**config.mk**
```make
export PLATFORM = sky130hd
export DESIGN_NAME = aes_core_seq
export DESIGN_NICKNAME = d
export VERILOG_FILES = /design/src/rtl/aes_core_seq.sv
export SDC_FILE = /design/constraint.sdc
export NUM_CORES = 1
export LEC_CHECK = 0
export ABC_AREA = 1
export CELL_PAD_IN_SITES_DETAIL_PLACEMENT = 0
export CELL_PAD_IN_SITES_GLOBAL_PLACEMENT = 2
export CORE_ASPECT_RATIO = 1.4
export CORE_MARGIN = 3
export CORE_UTILIZATION = 26
export CTS_CLUSTER_DIAMETER = 150
export DETAILED_ROUTE_END_ITERATION = 16
export PLACE_DENSITY = 0.93
export SYNTH_ARGS = -nofsm -noshare
export SYNTH_HDL_FRONTEND = slang
export SYNTH_SLANG_ARGS = --single-unit
export TNS_END_PERCENT = 30
```
**constraint.sdc**
```tcl
create_clock -name clk -period 4.95 [get_ports clk]
set_clock_uncertainty 0.2 [all_clocks]
set_input_delay 0.7425 -clock clk [delete_from_list [all_inputs] [get_ports clk]]
set_output_delay 0.7425 -clock clk [all_outputs]
set_load 0.02 [all_outputs]
```
**src/rtl/aes_core_seq.sv**
```systemverilog
// aes_core_seq: host-side sequencer for a 32-bit-serial AES core (block handshake, load, wait, unload).
// Optional AES_SEQ_PERF_EN adds perf_ops/perf_stall saturating counters.
module aes_core_seq #(
  parameter int INIT_CYC    = 88,
  parameter int START_CYC   = 2,
  parameter int COMPUTE_CYC = 79,
  parameter int CNT_W       = 8
) (
  input  logic         clk,
  input  logic         reset,
  input  logic         in_valid,
  output logic         in_ready,
  input  logic         in_dec,
  input  logic [127:0] in_key,
  input  logic [127:0] in_text,
  output logic         out_valid,
  input  logic         out_ready,
  output logic [127:0] text_out,
  output logic         core_start,
  output logic         core_sel_dec,
  output logic [127:0] core_key,
  output logic [31:0]  core_data_in,
  input  logic [31:0]  core_data_out
`ifdef AES_SEQ_PERF_EN
  ,
  output logic [31:0]  perf_ops,
  output logic [31:0]  perf_stall
`endif
);
  typedef enum logic [2:0] {S_INIT, S_IDLE, S_START, S_LOAD, S_WAIT, S_UNLOAD, S_DONE} state_t;
  localparam logic [CNT_W-1:0] C_INIT  = CNT_W'(INIT_CYC - 1);
  localparam logic [CNT_W-1:0] C_START = CNT_W'(START_CYC - 1);
  localparam logic [CNT_W-1:0] C_COMP  = CNT_W'(COMPUTE_CYC - 1);
  localparam logic [CNT_W-1:0] C_WORD  = CNT_W'(3);
  state_t             r_state;
  logic [CNT_W-1:0]   r_cnt;
  logic               r_in_ready, r_out_valid, r_start, r_dec;
  logic [127:0]       r_key, r_text, r_text_out;
  logic [31:0]        r_data_in;
  assign in_ready     = r_in_ready;
  assign out_valid    = r_out_valid;
  assign text_out     = r_text_out;
  assign core_start   = r_start;
  assign core_sel_dec = r_dec;
  assign core_key     = r_key;
  assign core_data_in = r_data_in;
  // r_text is consumed MSW-first by shifting left one word per load cycle
  always_ff @(posedge clk) begin
    if (reset) begin
      r_state     <= S_INIT;
      r_cnt       <= '0;
      r_in_ready  <= 1'b0;
      r_out_valid <= 1'b0;
      r_start     <= 1'b0;
      r_dec       <= 1'b0;
      r_key       <= '0;
      r_text      <= '0;
      r_text_out  <= '0;
      r_data_in   <= '0;
    end else begin
      case (r_state)
        S_INIT:
          if (r_cnt == C_INIT) begin
            r_state    <= S_IDLE;
            r_in_ready <= 1'b1;
          end else r_cnt <= r_cnt + 1'b1;
        S_IDLE:
          if (in_valid) begin
            r_state    <= S_START;
            r_in_ready <= 1'b0;
            r_key      <= in_key;
            r_dec      <= in_dec;
            r_text     <= in_text;
            r_start    <= 1'b1;
            r_cnt      <= C_START;
          end
        S_START:
          if (r_cnt == '0) begin
            r_state   <= S_LOAD;
            r_start   <= 1'b0;
            r_data_in <= r_text[127:96];
            r_text    <= {r_text[95:0], 32'h0};
            r_cnt     <= C_WORD;
          end else r_cnt <= r_cnt - 1'b1;
        S_LOAD:
          if (r_cnt == '0) begin
            r_state   <= S_WAIT;
            r_data_in <= '0;
            r_cnt     <= C_COMP;
          end else begin
            r_data_in <= r_text[127:96];
            r_text    <= {r_text[95:0], 32'h0};
            r_cnt     <= r_cnt - 1'b1;
          end
        S_WAIT:
          if (r_cnt == '0) begin
            r_state <= S_UNLOAD;
            r_cnt   <= C_WORD;
          end else r_cnt <= r_cnt - 1'b1;
        S_UNLOAD: begin
          r_text_out <= {r_text_out[95:0], core_data_out};
          if (r_cnt == '0) begin
            r_state     <= S_DONE;
            r_out_valid <= 1'b1;
          end else r_cnt <= r_cnt - 1'b1;
        end
        S_DONE:
          if (out_ready) begin
            r_state     <= S_IDLE;
            r_out_valid <= 1'b0;
            r_in_ready  <= 1'b1;
          end
        default: r_state <= S_INIT;
      endcase
    end
  end
`ifdef AES_SEQ_PERF_EN
  logic [31:0] r_perf_ops, r_perf_stall;
  assign perf_ops   = r_perf_ops;
  assign perf_stall = r_perf_stall;
  always_ff @(posedge clk) begin
    if (reset) begin
      r_perf_ops   <= '0;
      r_perf_stall <= '0;
    end else begin
      if (r_out_valid && out_ready && r_perf_ops != '1) r_perf_ops <= r_perf_ops + 1'b1;
      if (r_state == S_DONE && !out_ready && r_perf_stall != '1) r_perf_stall <= r_perf_stall + 1'b1;
    end
  end
`endif
endmodule

```
==> results.yml <==
outcome:
  outcome: "complete, no violations"
cts:
  root_buffer: "clkbuf_16"
  path_clk_slew_ns: 0.06
  postCtsSetupRepairBufs: 0
  cts_max_level: 2
  cts_buffer_depth: 3
  post_cts_resized: 0
  holdBufCountCts: 0
  numCtsBuffers: 47
  cts_tree: "done"
  worstSkewPairLatency_ns: 0.58
  clock_sinks: 431
synthesis:
  synth_compound_area_frac: 0.146
  synth-xor-area-share: 0.00152
  synth_top_cell_by_area: "dfxtp_1"
  synthCells: 2430
  yosys-mux-area-fraction: 0
  yosys_register_bits: 431
  netlist_area_um2: 17300
  ys_types: 27
  avgSynthCellArea_um2: 7.13
  synthesis.nets: 2726
  ys_warn_count: 0
  synth-adder-area-share: 0.00217
  seq_area_frac_synth: 0.498
  synth_area_leaders: "dfxtp_1 50%, nand2_1 15%, a21oi_1 7.8%, nor2_1 7.5%, o21ai_0 6.6%"
  synth_top_family_by_area: "simple AND/OR/NAND/NOR gates"
  synth_top_area_share: 0.498
  synth-simple-area-share: 0.282
timing:
  maxSlewViolCount: 0
  fmax_mhz: 318
  fin_crit_ns: 3.15
  finalCritPeriodShare: 0.636
  setup_tns_ns: 0
  finalHoldViolCount: 0
  slew_headroom: 0.204
  setup_viol: 0
  worst_slew_pin_slew_ns: 1.19
  rsz0062_at_grt: "no"
placed_design:
  dp_hpwl_um: 45000
  placed_cells: 3685
  placement.io_buffers: 584
  place.gp.congestion: 0.819
pwr:
  p_leak_uw: 0.00982
  ir_drop_mv: 0.371
  total_power_uw: 12700
  p_per_area_nw_per_um2: 505
global_routing:
  grt_usage: 0.175
  grt_pass1_wl_um: 98100
  antenna_found_initial: 9
  grt_max_degree: 139
  grt_pass1_vias: 16864
  grt_overflow: 0
layout:
  fill_cells: 6950
  final_common_cell: "nand2_1"
  area_delta_synth_final_pct: 45.4
  drive_above_1_share: 0.0407
  nNetsFinal: 3183
  mostFrequentLayoutCells: "708 x nand2_1, 583 x clkdlybuf4s50_1, 431 x dfxtp_1"
  final-seq-area_um2: 8630
  multi_input_area_um2: 7490
  final_cells: 3775
floorplan:
  initial_core_util: 0.264
  rows: 111
  pin_count: 585
  dieArea_um2: 69800
  core_region_area_um2: 65700
  fp.dieH_um: 311
  die_x_um: 224
setup_path:
  path_max_fanout: 67
  crit_type: "flop to flop"
  worst_setup_path_start_kind: "flop"
  arrival_ns: 3.46
  ff2ff_path_depth: 8
  cp-end-kind: "flop"
  required_ns: 5.26
  reg2reg_slack_ns: 1.80
min_path:
  hold_path_class: "flop to flop"
  min_path_cells: 2
flow_run:
  drv_cap: 0
drt:
  post-route-drc-count: 0
  drt.antenna.violating_nets: 0
  wl_per_cell_um: 17.0
  drt-total-wl_um: 64300
  dr.pass1.iters: 7
  drt_iter0_drc: 1275
  vias: 17474
  via_per_inst: 4.63
[synth_stat cells]
cell type / n
o21ai_0: 229
o21bai_1: 1
inv_1: 92
dfxtp_1: 431
nor2_4: 3
buf_1: 5
nand2_2: 3
nand3_4: 1
buf_6: 1
nand2_4: 3
ha_1: 3
o21ai_1: 4
buf_4: 16
nand2_1: 709
nor2_2: 4
clkbuf_1: 112
nand3_2: 2
and2_1: 2
buf_2: 56
nand3_1: 25
nor3_1: 2
inv_2: 7
nand4_1: 100
xor2_1: 3
o211ai_1: 1
a21oi_1: 269
nor2_1: 346
[registers in the layout (all words and copies together), names as in the netlist]
signal,flops
core_key,128
r_cnt,8
core_sel_dec,1
r_state,3
out_valid,1
core_data_in,32
text_out,128
r_text,128
in_ready,1
core_start,1
[worst max-delay path, stage by stage (launching register included)]
cell and delay [ns]:
dfxtp_1 0.44, inv_2 0.18, nand2_4 0.30, inv_2 1.00
buf_4 0.47, nand2_1 0.08, nand2_1 0.07, nand4_1 0.09
a21oi_1 0.19
[power breakdown]
group / switching (uW) / internal [uW] / total [uW]
Clock: 1490 / 2210 / 3700
Combinational: 2730 / 1610 / 4340
Sequential: 422 / 4250 / 4670
Total: 4640 / 8070 / 12700
[layout make-up]
type,instances,area share
Antenna cell,4,0.000397
Clock buffer,70,0.0566
Clock inverter,16,0.00840
Inverter,99,0.0151
Multi-Input combinational cell,1710,0.298
Sequential cell,431,0.343
Tap cell,847,0.0421
Timing Repair Buffer,598,0.237
[worst paths after layout]
kind | from | end
setup / recovery | r_state[2] | r_text[72]
hold / removal | in_ready | in_ready
setup reg to reg | r_state[2] | r_text[72]
hold reg to reg | in_ready | in_ready
[logic make-up (layout without fill, tap and decap cells)]
logic type | after synthesis | in the layout
compound gates | 504 | 504
buf+inv | 289 | 783
xor+xnor | 3 | 3
simple gates | 1200 | 1200
fa+ha+maj | 3 | 3
other cells | 0 | 4
flops | 431 | 431
[layer usage]
metal	GRT usage	up-vias	routed length (um)
met4	0.0669	4	2230
li1	-	8763	-
met3	0.0461	104	4770
met2	0.288	619	30000
met5	0	-	23
met1	0.218	7984	27300
[metrics by stage]
step / utilization / instance area (um^2) / hold WS [ns] / setup slack (ns)
after global routing: 0.383 / 25200 / 0.282 / 1.54
after detailed placement: 0.358 / 23500 / 0.253 / 1.53
final: 0.383 / 25200 / 0.259 / 1.80
after floorplan: - / 17300 / 0.239 / 3.14
after CTS: 0.383 / 25200 / 0.262 / 1.78
after global placement: 0.358 / 23500 / 0.249 / 1.63
Power figures use the tool's default switching activity.
